--- config.mk ---
export PLATFORM = sky130hd
export DESIGN_NAME = ofm_accum_writer
export DESIGN_NICKNAME = d
export VERILOG_FILES = /design/src/rtl/ofm_accum_writer.sv
export SDC_FILE = /design/constraint.sdc
export NUM_CORES = 1
export LEC_CHECK = 0
export CAP_MARGIN = 10
export CORE_MARGIN = 2
export CORE_UTILIZATION = 25
export CTS_CLUSTER_DIAMETER = 150
export CTS_CLUSTER_SIZE = 30
export DETAILED_ROUTE_END_ITERATION = 10
export GPL_TIMING_DRIVEN = 0
export PLACE_DENSITY = 0.57
export SYNTH_ARGS = -nofsm -noshare
export SYNTH_HDL_FRONTEND = slang
export SYNTH_SLANG_ARGS = --single-unit
--- constraint.sdc ---
create_clock -name clk -period 11.35 [get_ports clk]
set_clock_uncertainty 0.1 [all_clocks]
set_input_delay 2.27 -clock clk [delete_from_list [all_inputs] [get_ports clk]]
set_output_delay 2.27 -clock clk [all_outputs]
set_load 0.01 [all_outputs]
--- src/rtl/ofm_accum_writer.sv ---
// rtl/ofm_accum_writer.sv - OFM partial-sum writer: overwrite or read-accumulate-write into the OFM SRAM
// Accumulation saturates each lane to the signed MAC_OUT_BIT range.
module ofm_accum_writer #(
   parameter int SYS_WIDTH   = 8,
   parameter int MAC_OUT_BIT = 24,
   parameter int ADDR_BIT    = 9,
   parameter int LEN_BIT     = 10
) (
   input  logic                               clk,
   input  logic                               rst,
   input  logic                               start,
   input  logic [LEN_BIT-1:0]                 cfg_len,
   input  logic                               psum_valid,
   output logic                               psum_ready,
   input  logic                               psum_first,
   input  logic [ADDR_BIT-1:0]                psum_addr,
   input  logic [SYS_WIDTH-1:0]               psum_mask,
   input  logic [SYS_WIDTH*MAC_OUT_BIT-1:0]   psum_data,
   output logic [ADDR_BIT-1:0]                sram_A,
   output logic [SYS_WIDTH*MAC_OUT_BIT-1:0]   sram_DI,
   output logic [SYS_WIDTH-1:0]               sram_WEB,
   output logic                               sram_OE,
   output logic                               sram_CS,
   input  logic [SYS_WIDTH*MAC_OUT_BIT-1:0]   sram_DO,
   output logic                               busy,
   output logic                               done
);
   localparam int DW = SYS_WIDTH * MAC_OUT_BIT;

   typedef enum logic [1:0] {S_IDLE, S_READ, S_WRITE} state_t;

   state_t                r_state;
   state_t                w_next;
   logic                  w_accept;
   logic [ADDR_BIT-1:0]   r_addr;
   logic [SYS_WIDTH-1:0]  r_mask;
   logic [DW-1:0]         r_data;
   logic                  r_first;
   logic [LEN_BIT-1:0]    r_cnt;
   logic [LEN_BIT-1:0]    r_len;
   logic                  r_done;
   logic [LEN_BIT:0]      w_cnt_inc;
   logic                  w_hit;
   logic [DW-1:0]         w_acc;

   assign w_accept  = psum_valid & psum_ready;
   assign w_cnt_inc = {1'b0, r_cnt} + 1'b1;
   assign w_hit     = (r_len != '0) && (w_cnt_inc == {1'b0, r_len});
   assign done      = r_done;

   always_ff @(posedge clk or posedge rst) begin
      if (rst) r_state <= S_IDLE;
      else     r_state <= w_next;
   end

   always_comb begin
      w_next = r_state;
      if (w_accept)
         w_next = psum_first ? S_WRITE : S_READ;
      else begin
         case (r_state)
            S_READ:  w_next = S_WRITE;
            S_WRITE: w_next = S_IDLE;
            default: w_next = S_IDLE;
         endcase
      end
   end

   always_comb begin
      psum_ready = 1'b0;
      busy       = 1'b0;
      sram_CS    = 1'b0;
      sram_OE    = 1'b0;
      sram_WEB   = '1;
      sram_A     = '0;
      sram_DI    = '0;
      case (r_state)
         S_READ: begin
            busy    = 1'b1;
            sram_CS = 1'b1;
            sram_OE = 1'b1;
            sram_A  = r_addr;
         end
         S_WRITE: begin
            psum_ready = 1'b1;
            busy       = 1'b1;
            sram_CS    = 1'b1;
            sram_A     = r_addr;
            sram_WEB   = ~r_mask;
            sram_DI    = r_first ? r_data : w_acc;
         end
         default: psum_ready = 1'b1;
      endcase
   end

   // Widen by one bit so the true sum is exact, then clamp on sign disagreement.
   for (genvar g = 0; g < SYS_WIDTH; g++) begin : g_lane
      logic [MAC_OUT_BIT:0] w_sum;
      assign w_sum = {sram_DO[g*MAC_OUT_BIT+MAC_OUT_BIT-1], sram_DO[g*MAC_OUT_BIT +: MAC_OUT_BIT]}
                   + {r_data[g*MAC_OUT_BIT+MAC_OUT_BIT-1], r_data[g*MAC_OUT_BIT +: MAC_OUT_BIT]};
      assign w_acc[g*MAC_OUT_BIT +: MAC_OUT_BIT] =
         (w_sum[MAC_OUT_BIT] != w_sum[MAC_OUT_BIT-1])
            ? (w_sum[MAC_OUT_BIT] ? {1'b1, {(MAC_OUT_BIT-1){1'b0}}} : {1'b0, {(MAC_OUT_BIT-1){1'b1}}})
            : w_sum[MAC_OUT_BIT-1:0];
   end

   always_ff @(posedge clk or posedge rst) begin
      if (rst) begin
         r_addr  <= '0;
         r_mask  <= '0;
         r_data  <= '0;
         r_first <= 1'b0;
      end else if (w_accept) begin
         r_addr  <= psum_addr;
         r_mask  <= psum_mask;
         r_data  <= psum_data;
         r_first <= psum_first;
      end
   end

   // start wins over a same-cycle count so a new tile never inherits a stale write.
   always_ff @(posedge clk or posedge rst) begin
      if (rst) begin
         r_cnt  <= '0;
         r_len  <= '0;
         r_done <= 1'b0;
      end else if (start) begin
         r_cnt  <= '0;
         r_len  <= cfg_len;
         r_done <= 1'b0;
      end else if (r_state == S_WRITE) begin
         r_cnt  <= w_hit ? '0 : w_cnt_inc[LEN_BIT-1:0];
         r_done <= w_hit;
      end else begin
         r_done <= 1'b0;
      end
   end
endmodule

# [Word-level counts from Yosys, hierarchy flattened]
# Cells that the tools add are included.
[word_totals] ff_bits=233 latchBits=0 ramBits=0 romBits=0 out_inout_bits=214 wordCells=65 mem_count=0
[classes] addsub=9 n_mul=0 div_mod_pow=0 magnitude_cmp=0 eq_ne=11 n_shift=0 muxes=31 bitwise_logic=2 n_reduce_logical=4
[ops] cell="2-to-1 mux 192 bit" count=2
[ops] cell="2-to-1 mux 24 bit" count=16
[ops] cell="adder 24 x 24 -> 25 bit" count=8
[ops] cell="2-to-1 mux 10 bit" count=3
[ops] cell="adder 10 x 1 -> 11 bit (second input constant)" count=1
[ops] cell="== test 11 x 10 -> 1 bit" count=1
[ops] cell="nonzero test 10 bit" count=1
[ops] cell="2-to-1 mux 9 bit" count=1
[ops] cell="2-to-1 mux 8 bit" count=1
[ops] cell="!= test 1 bit" count=8
[ops] cell="inverter 8 bit" count=1
[ops] cell="2-to-1 mux 2 bit" count=3
[ops] cell="2-to-1 mux 1 bit" count=5
[ops] cell="== test 2 x 1 -> 1 bit (second input constant)" count=1
[ops] cell="== test 2 bit (second input constant)" count=1
[ops] cell="nonzero test 2 bit" count=1
[ops] cell="OR reduction 2 bit" count=1
[ops] cell="AND 1 bit" count=1
[ops] cell="logical AND 1 bit" count=1

# [Longest topological paths before layout]
# Gate-level depths: netlist (run 1).
[depth] ltp_word=6 mapped_depth=17 mapped_depth_nobuf=16

# [Worst setup path before layout (run 1)]
# No wires, ideal clock.
[synth_path] path_type="input to output" start="in sram_DO[36]" end="out sram_DI[37]" arrival_time_ns=5.696 required_ns=8.980 path_slack_ns=3.284 cell_stages=15 path_buffers=2 path_cell_list="ha_1 -> a21o_1 -> a21o_1 -> a21o_1 -> a211oi_1 -> o21bai_1 -> a221oi_1 -> o21ai_0 -> mux2i_1 -> or2_2 -> ha_1 -> clkbuf_1 -> clkbuf_1 -> nor2_1 -> a221oi_1"
[synth_between] elab_chain_cells=5 elab_cells_between_ends=6 cone_classes="1 x add/sub; 1 x eq/ne; 4 x mux"
[synth_lines] element="start, declared" line_no="24" source="input logic [SYS_WIDTH*MAC_OUT_BIT-1:0] sram_DO,"
[synth_lines] element="adder 24 x 24 -> 25 bit (*)" line_no="100" source="+ {r_data[g*MAC_OUT_BIT+MAC_OUT_BIT-1], r_data[g*MAC_OUT_BIT +: MAC_OUT_BIT]};"
[synth_lines] element="2-to-1 mux 24 bit / != test 1 bit (equally long branches)" line_no="103, 102"
[synth_lines] element="2-to-1 mux 24 bit (*)" line_no="103" source="? (w_sum[MAC_OUT_BIT] ? {1'b1, {(MAC_OUT_BIT-1){1'b0}}} : {1'b0, {(MAC_OUT_BIT-1){1'b1}}})"
[synth_lines] element="2-to-1 mux 192 bit (*)" line_no="90" source="sram_DI = r_first ? r_data : w_acc;"
[synth_lines] element="2-to-1 mux 192 bit (*)" line_no="77" source="case (r_state)"
[synth_lines] element="end, declared" line_no="20" source="output logic [SYS_WIDTH*MAC_OUT_BIT-1:0] sram_DI,"
# Mark *: on every way between the ends. The rest lies on a longest branch, timed or not.

# [Final worst setup path (run 1)]
[layout_path] start="in sram_DO[25]" end="out sram_DI[28]"
# The elaborated chain is that of the path after synthesis.

==> flow_summary_export.csv, run 1 <==
group,metric,value,unit
timing,maxSlewViolCount,0,
setup_path,path_buf_inv,3,
clocking,tritoncts,"built",
logic_synthesis,ys_seq_elements,233,
global_routing,grt_overflow_total,0,
timing,hold_violations,0,
floorplan,die_x,298,um
logic_synthesis,syn_inst,2907,
clocking,postCtsSetupBuffers,0,
global_routing,grt_use_total,22.1,%
routing,first_iter_violations,1330,
timing,worst_pin_slew,1350,ps
clocking,cts.reportedPaths.clkPinSlew,130,ps
worst_hold_path,hp-class,"reg2reg",
placement,placed_area,29500,um2
floorplan,start_util,25.3,%
logic_synthesis,ys_types,89,
routing,drc,0,
power_and_ir_drop,total_power,3.82,mW
power_and_ir_drop,pwr-share-comb,58.0,%
routing,via_per_inst,4.94,
routing,detail-route-antenna-nets,0,
routing,num_vias,23321,
routing,firstDrtPassIters,5,
finish,num-fill-cells,9058,
logic_synthesis,yosysSeqAreaShare,27.1,%
setup_path,path_delay_family,"compound AO/OA/AOI/OAI gates",
clocking,clk_latency,550,ps
timing,rsz0062_at_grt,"false",
finish,area_growth,38.7,%
logic_synthesis,avgSynthCellArea,7.41,um2
setup_path,cp.arrival,7850,ps
logic_synthesis,synth_top_area_share,27.1,%
global_routing,grt_pass1_vias,22878,
setup_path,path_max_fanout,9,
floorplan,die_area,88600,um2
logic_synthesis,synth_top_area_cell,"dfrtp_1",
finish,nNetsFinal,4192,
power_and_ir_drop,power_switching,1.71,mW
logic_synthesis,synth_edf_count,0,
power_and_ir_drop,clkPwrFrac,15.6,%
setup_path,crit_chain,"clkdlybuf4s50_1, ha_1, a21o_1, a21oi_1, o21ai_0, nand3_1, nand3_1, a221oi_1, o21ai_0, mux2i_1, or2_2, ha_1, clkinv_1, a311oi_2, o221a_2, clkdlybuf4s50_1",
clocking,cts_resized,0,
clocking,cts_sinks,233,
logic_synthesis,netlist_top_cells_area,"dfrtp_1 (27%), nand2_1 (15%), ha_1 (12%)",
clocking,clockBufferDepth,3,
setup_path,criticalPathCategory,"in2out",
outcome,outcome,"finished clean",
power_and_ir_drop,p_per_area,128,nW/um2
placement,port_buffers,629,
setup_path,slowest_delay,910,ps
timing,setup_viol_count_final,0,
floorplan,num_rows,107,
global_routing,antenna_found_initial,25,
setup_path,slowest_stage,"a311oi_2",
placement,gp_congestion,0.919,
finish,postLayoutCellArea,29900,um2
timing,relSlewSlack,9.81,%
power_and_ir_drop,ir_drop,0.0000776,V
finish,utilization,35.1,%
timing,fmax,97.8,MHz
logic_synthesis,synthFlopType,"dfrtp_1",
placement,hpwl,82700,um
clocking,cts_hold_buffers,0,
power_and_ir_drop,pwr-share-seq,26.4,%
power_and_ir_drop,leakage,13.6,nW
power_and_ir_drop,sw_frac_of_total,44.7,%
run,cap_viol_max_count,0,
power_and_ir_drop,p_int,2.12,mW
setup_path,reg2reg_slack,7850,ps
setup_path,cp.required,8980,ps
floorplan,io_pins,630,
clocking,cts_made_buffers,13,
routing,wl_per_cell,21.6,um
finish,drive_gt1_share,3.42,%
routing,totalWireLength,102000,um
timing,fin_hold_ws,385,ps
timing,finalCritPeriodShare,90.1,%
setup_path,end_kind,"output port",
timing,finalCriticalPeriod,10220,ps
floorplan,core,85300,um2
clocking,cts_max_level,1,
floorplan,die_y,298,um
clocking,cts_root_buf,"clkbuf_16",
timing,setup_tns,0,ps
logic_synthesis,syn_nets,3540,
logic_synthesis,netlist_area,21600,um2
global_routing,grt_pass1_wl,149000,um
global_routing,grt_max_degree,98,
logic_synthesis,yosys_warnings,0,
logic_synthesis,synth_async_sr_flop_share,100,%
setup_path,cp-start-kind,"input port",
[flip-flops by register name, indices dropped and copies added (netlist names)]
name / count
r_data: 192
r_first: 1
done: 1
r_cnt: 10
r_addr: 9
r_len: 10
r_state: 2
r_mask: 8
[cell usage in the layout, fill, tap and decap left out, types with 13 or more instances in the layout]
master             n
a211oi_1          24
a21o_1           121
a21oi_1          166
a31oi_1           22
and3_1            19
clkbuf_1         107
clkbuf_16         13
clkdlybuf4s50_1  629
dfrtp_1          233
ha_1             209
inv_1             65
mux2_2            13
nand2_1          833
nand2b_1          18
nand3_1           40
nand4_1           16
nor2_1           222
nor2b_1           30
nor3_1            37
o211ai_1          13
o21a_1            19
o21ai_0          191
o21ai_1           46
o21bai_1          26
o221a_2           25
o22ai_1           23
o31ai_1           18
or3_1             15
xnor2_1           92
xor2_1            65
[per-stage QoR]
| stage | worst slack [ps] | instances |
|---|---|---|
| 4_1_cts | 1020 | 4708 |
| 3_5_place_dp | 1030 | 4688 |
| 2_1_floorplan | 2590 | 2907 |
| 3_3_place_gp | -1840 | 4680 |
| 6_report | 1130 | 4718 |
| 5_1_grt | 572 | 4712 |
[worst paths after layout]
kind | from | cells after the start | end
min in group asynchronous | rst | 2 | r_data[126]
min | r_addr[5] | 2 | r_addr[5]
max in group asynchronous | rst | 4 | r_data[161]
max | sram_DO[25] | 16 | sram_DI[28]
min reg2reg | r_addr[5] | 2 | r_addr[5]
max reg2reg | r_state[0] | 7 | r_data[30]
[power by group through the flow]
stage	sequential [mW]	clock, mW	combinational (mW)
floorplan	0.996	0	1.33
global placement	1.02	0	2.20
detailed placement	1.02	0	2.21
CTS	1.01	0.626	2.23
global route	1.02	0.645	2.44
finish	1.01	0.597	2.22
[per-layer routing]
layer / GRT usage, % / wire length (um) / vias to the layer above
li1: - / - / 11441
met1: 28.3 / 44500 / 11065
met2: 37.7 / 48000 / 688
met3: 5.24 / 6800 / 109
met4: 4.86 / 2300 / 18
met5: 0 / 108 / -
[layout make-up]
cell class                      count  area, um2  share of cell area, %
Multi-Input combinational cell   2473      14900                   50.0
Timing Repair Buffer              637       6470                   21.6
Sequential cell                   233       5830                   19.5
Tap cell                         1144       1430                   4.79
Buffer                            130        527                   1.76
Clock buffer                       13        325                   1.09
Inverter                           71        274                  0.916
Clock inverter                      7       83.8                  0.280
Antenna cell                       10       25.0                 0.0837
[cells by family after synthesis]
family | Yosys count | synth area share, %
AO/OA/AOI/OAI | 788 | 23.9
XOR/XNOR | 157 | 6.38
adder cells (fa/ha/maj) | 218 | 12.9
buffers and inverters | 201 | 3.66
flip-flops | 233 | 27.1
multiplexers | 23 | 1.14
AND/OR/NAND/NOR | 1287 | 24.9
[worst register-to-register path, stage by stage (launching register included)]
cell	delay [ps]
dfrtp_1	420
ha_1	290
nor2b_1	130
clkbuf_1	830
clkbuf_1	860
clkbuf_1	480
nand2_1	230
nand2_1	100
[cell usage after synthesis (all sizes together) (8+ instances only)]
cell type / n
ha: 209
o221a: 26
nor2: 223
clkbuf: 110
a31oi: 22
and3: 19
o21ai: 237
fa: 8
a211oi: 26
and2: 8
nand2b: 18
a21o: 122
or3: 15
o22ai: 23
mux2: 13
o211ai: 13
xnor2: 92
a221oi: 8
nand3: 40
mux2i: 10
a31o: 10
xor2: 65
o31ai: 19
inv: 68
o21a: 19
or2: 13
dfrtp: 233
buf: 20
nor3: 37
a21oi: 168
nand4: 16
o21bai: 26
nand2: 833
nor2b: 30
(Power assumes the default switching activity.)
==> run 2, diff against run 1 <==
- SLEW_MARGIN: unset -> 20
==> flow_summary_export.csv, run 2 (synthesized netlist as in run 1, its figures left out) <==
group,metric,value,unit
routing,firstDrtPassIters,5,
finish,top_register,"r_data",
finish,largest_reg_flops,192,
global_routing,grt_max_degree,86,
power_and_ir_drop,ir_drop,0.0000912,V
timing,hold_violations,0,
clocking,cts_made_buffers,13,
routing,detail-route-antenna-nets,0,
timing,maxSlewViolCount,0,
floorplan,io_pins,630,
setup_path,slowest_delay,1010,ps
setup_path,cp-start-kind,"input port",
placement,hpwl,82300,um
timing,fin_hold_ws,384,ps
clocking,cts_max_level,1,
finish,final_common_cell,"nand2_1",
placement,port_buffers,629,
clocking,cts_sinks,233,
timing,rsz0062_at_grt,"false",
finish,fin_cells,4719,
floorplan,core,85300,um2
routing,wl_per_cell,21.5,um
floorplan,start_util,25.3,%
clocking,cts_root_buf,"clkbuf_16",
finish,num-fill-cells,9099,
setup_path,slowest_stage,"a311oi_2",
setup_path,end_kind,"output port",
setup_path,cp.required,8980,ps
floorplan,die_x,298,um
routing,drc,0,
finish,utilization,35.1,%
worst_hold_path,hp-class,"reg2reg",
finish,postLayoutCellArea,29900,um2
routing,via_per_inst,4.94,
clocking,clk_latency,540,ps
finish,drive_gt1_share,3.62,%
timing,setup_viol_count_final,0,
routing,first_iter_violations,1180,
placement,placed_cells,4685,
timing,setup_tns,0,ps
finish,final_cell_mix,"nand2_1 (833), clkdlybuf4s50_1 (629), dfrtp_1 (233)",
finish,nNetsFinal,4189,
setup_path,path_buf_inv,3,
clocking,cts.reportedPaths.clkPinSlew,100,ps
routing,totalWireLength,102000,um
run,cap_viol_max_count,0,
global_routing,grt_use_total,22.0,%
timing,relSlewSlack,29.0,%
setup_path,path_delay_family,"compound AO/OA/AOI/OAI gates",
floorplan,die_area,88600,um2
routing,num_vias,23329,
finish,regArea,5830,um2
setup_path,crit_chain,"clkdlybuf4s50_1, ha_1, a21o_1, a21oi_1, o21ai_0, nand3_1, nand3_1, a221oi_1, o21ai_0, mux2i_1, or2_2, ha_1, clkinv_1, a311oi_2, a211oi_1, nor2_1, clkdlybuf4s50_1",
placement,placed_area,29400,um2
setup_path,path_max_fanout,9,
clocking,tritoncts,"built",
timing,finalCriticalPeriod,10460,ps
clocking,clockBufferDepth,3,
placement,gp_congestion,0.919,
power_and_ir_drop,p_per_area,129,nW/um2
timing,fmax,95.6,MHz
outcome,outcome,"finished clean",
timing,worst_pin_slew,1060,ps
power_and_ir_drop,leakage,13.6,nW
setup_path,criticalPathCategory,"in2out",
setup_path,cp.arrival,8090,ps
clocking,cts_hold_buffers,0,
finish,area_growth,38.7,%
global_routing,grt_pass1_wl,148000,um
timing,finalCritPeriodShare,92.1,%
clocking,postCtsSetupBuffers,0,
floorplan,die_y,298,um
global_routing,grt_overflow_total,0,
floorplan,num_rows,107,
finish,multi_input_area,14900,um2
global_routing,antenna_found_initial,31,
clocking,cts_resized,0,
finish,reg_top3,"r_data x192, r_cnt x10, r_len x10",
global_routing,grt_pass1_vias,22759,
[run 2: path summary, 6_finish.rpt]
kind / start / end / slack [ps] / depth (start not counted)
setup / recovery: sram_DO[25] / sram_DI[36] / 890 / 17
hold / removal: r_addr[5] / r_addr[5] / 380 / 2
setup reg to reg: r_state[0] / r_data[10] / 8010 / 7
hold reg to reg: r_addr[5] / r_addr[5] / 380 / 2
max in group asynchronous: rst / r_cnt[7] / 8070 / 3
min in group asynchronous: rst / r_data[126] / 2080 / 2
[run 2: report_power, final]
| part | internal [mW] | switching (mW) | leakage [nW] | total [mW] |
|---|---|---|---|---|
| Clock | 0.248 | 0.364 | 0.214 | 0.613 |
| Sequential | 0.923 | 0.0842 | 2.86 | 1.01 |
| Combinational | 0.965 | 1.26 | 10.5 | 2.23 |
[run 2: layer usage]
metal  part of all wire (%)  up-vias  wire, um  track usage [%]
met4                    1.9       26      1890             4.15
met3                    7.3       84      7420             6.21
met2                     48      603     48400             38.0
li1                       -    11457         -                -
met5                   0.16        -       164                0
met1                     43    11159     43800             27.3
[run 2: cell type report]
| cell class | instances | area share [%] |
|---|---|---|
| Buffer | 130 | 1.80 |
| Antenna cell | 13 | 0.109 |
| Inverter | 71 | 0.916 |
| Multi-Input combinational cell | 2473 | 50.0 |
| Clock buffer | 13 | 1.09 |
| Timing Repair Buffer | 634 | 21.5 |
| Tap cell | 1144 | 4.79 |
| Clock inverter | 8 | 0.368 |
| Sequential cell | 233 | 19.5 |
[run 2: metrics by stage]
stage          total power [mW]  setup WS [ps]
5_1_grt                    4.12            523
3_3_place_gp               3.22          -1840
3_5_place_dp               3.24           1040
4_1_cts                    3.88           1000
6_report                   3.84            894
2_1_floorplan              2.33           2590
[run 2: worst reg2reg max path: stages (launching register included)]
cell      delay [ps]
dfrtp_1          400
ha_1             270
nor2b_1          130
clkbuf_1         790
clkbuf_1         800
buf_1            560
nand2_1          130
nand2_1           90
==> run 3, diff against run 2 <==
- CTS_BUF_LIST: unset -> sky130_fd_sc_hd__clkbuf_8
- SETUP_SLACK_MARGIN: unset -> 0.2
==> flow_summary_export.csv, run 3 (synthesized netlist as in run 1, its figures left out) <==
group,metric,value,unit
outcome,outcome,"finished clean",
placement,placed_area,29400,um2
setup_path,cp-start-kind,"input port",
setup_path,reg2reg_to,"r_data[10]",
finish,reg_top3,"r_data x192, r_cnt x10, r_len x10",
timing,fmax,95.4,MHz
routing,totalWireLength,102000,um
finish,largest_reg_flops,192,
routing,detail-route-antenna-nets,0,
setup_path,criticalPathCategory,"in2out",
clocking,postCtsSetupBuffers,0,
setup_path,reg2reg_slack,8040,ps
power_and_ir_drop,ir_drop,0.0000857,V
timing,setup_viol_count_final,0,
global_routing,antenna_found_initial,31,
placement,place_ws,1040,ps
clocking,cts_hold_buffers,0,
timing,rsz0062_at_grt,"false",
power_and_ir_drop,leakage,13.5,nW
routing,num_vias,23266,
finish,top_register,"r_data",
setup_path,cp.required,8980,ps
routing,first_iter_violations,1147,
global_routing,grt_overflow_total,0,
clocking,cts.reportedPaths.clkPinSlew,160,ps
clocking,cts_sinks,233,
timing,maxSlewViolCount,0,
floorplan,die_y,298,um
power_and_ir_drop,total_power,3.73,mW
global_routing,grt_use_total,22.0,%
setup_path,crit_path_end,"sram_DI[27]",
clocking,cts_made_buffers,13,
finish,postLayoutCellArea,29800,um2
setup_path,worstReg2RegStart,"r_state[0]",
clocking,clockBufferDepth,3,
finish,final_common_cell,"nand2_1",
floorplan,die_area,88600,um2
global_routing,grt_pass1_vias,22713,
finish,nNetsFinal,4189,
clocking,cts_resized,0,
timing,setup_ws,863,ps
floorplan,die_x,298,um
finish,final_cell_mix,"nand2_1 (833), clkdlybuf4s50_1 (629), dfrtp_1 (233)",
placement,placed_cells,4685,
timing,relSlewSlack,28.6,%
floorplan,io_pins,630,
clocking,clk_latency,620,ps
run,cap_viol_max_count,0,
placement,hpwl,82300,um
routing,drc,0,
timing,worst_pin_slew,1070,ps
worst_hold_path,hp-class,"reg2reg",
placement,gp_congestion,0.919,
floorplan,start_util,25.3,%
finish,area_growth,38.0,%
routing,wl_per_cell,21.5,um
timing,fin_hold_ws,395,ps
setup_path,cp.arrival,8120,ps
timing,finalCritPeriodShare,92.4,%
global_routing,grt_max_degree,86,
clocking,tritoncts,"built",
power_and_ir_drop,p_per_area,125,nW/um2
floorplan,num_rows,107,
routing,firstDrtPassIters,7,
finish,drive_gt1_share,3.62,%
clocking,cts_root_buf,"clkbuf_8",
timing,finalCriticalPeriod,10490,ps
finish,fin_cells,4718,
clocking,cts_max_level,1,
setup_path,r2r_cells,7,
floorplan,core,85300,um2
setup_path,end_kind,"output port",
routing,via_per_inst,4.93,
setup_path,startpoint,"sram_DO[25]",
setup_path,path_max_fanout,9,
placement,port_buffers,629,
timing,hold_violations,0,
global_routing,grt_pass1_wl,147000,um
-- run 3: how the worst min path moves through the flow --
stage	start	end	slack [ps]	cells after the start
2_1_floorplan	r_addr[0]	r_addr[0]	340	2
3_3_place_gp	r_addr[6]	r_addr[6]	350	2
3_5_place_dp	r_addr[8]	r_addr[8]	350	2
4_1_cts	r_addr[5]	r_addr[5]	400	2
5_1_grt	r_addr[2]	r_addr[2]	410	2
6_report	r_addr[5]	r_addr[5]	390	2
-- run 3: where the power goes --
group	leakage, nW	switching [mW]	internal (mW)
Clock	0.148	0.352	0.145
Sequential	2.86	0.0843	0.923
Combinational	10.5	1.26	0.965
Total	13.5	1.69	2.03
-- run 3: routing by layer --
layer | routed length (um) | up-vias | global-route usage (%)
li1 | - | 11456 | -
met1 | 43600 | 11075 | 27.3
met2 | 48200 | 618 | 38.0
met3 | 7670 | 89 | 6.23
met4 | 1930 | 28 | 3.99
met5 | 174 | - | 0
-- run 3: per-stage QoR --
step | util [%] | TNS, ps
floorplan | - | 0
global placement | 34.3 | -412010
detailed placement | 34.5 | 0
CTS | 34.9 | 0
global route | 34.9 | 0
finish | 34.9 | 0
-- run 3: critical path, stage by stage --
cell	delay [ps]
clkdlybuf4s50_1	460
ha_1	310
a21o_1	230
a21oi_1	280
o21ai_0	210
nand3_1	150
nand3_1	140
a221oi_1	500
o21ai_0	310
mux2i_1	200
or2_2	320
ha_1	300
clkinv_1	390
a311oi_2	1010
o221a_2	350
clkdlybuf4s50_1	660
-- run 3: layout make-up --
class / instances / area (um2)
inverter: 71 / 274
timing repair buffer: 634 / 6420
clock inverter: 8 / 110
buffer: 130 / 538
sequential: 233 / 5830
multi-input combinational: 2473 / 14900
clock buffer: 13 / 179
tap: 1144 / 1430
antenna: 12 / 30.0
fill: 9118 / 55500
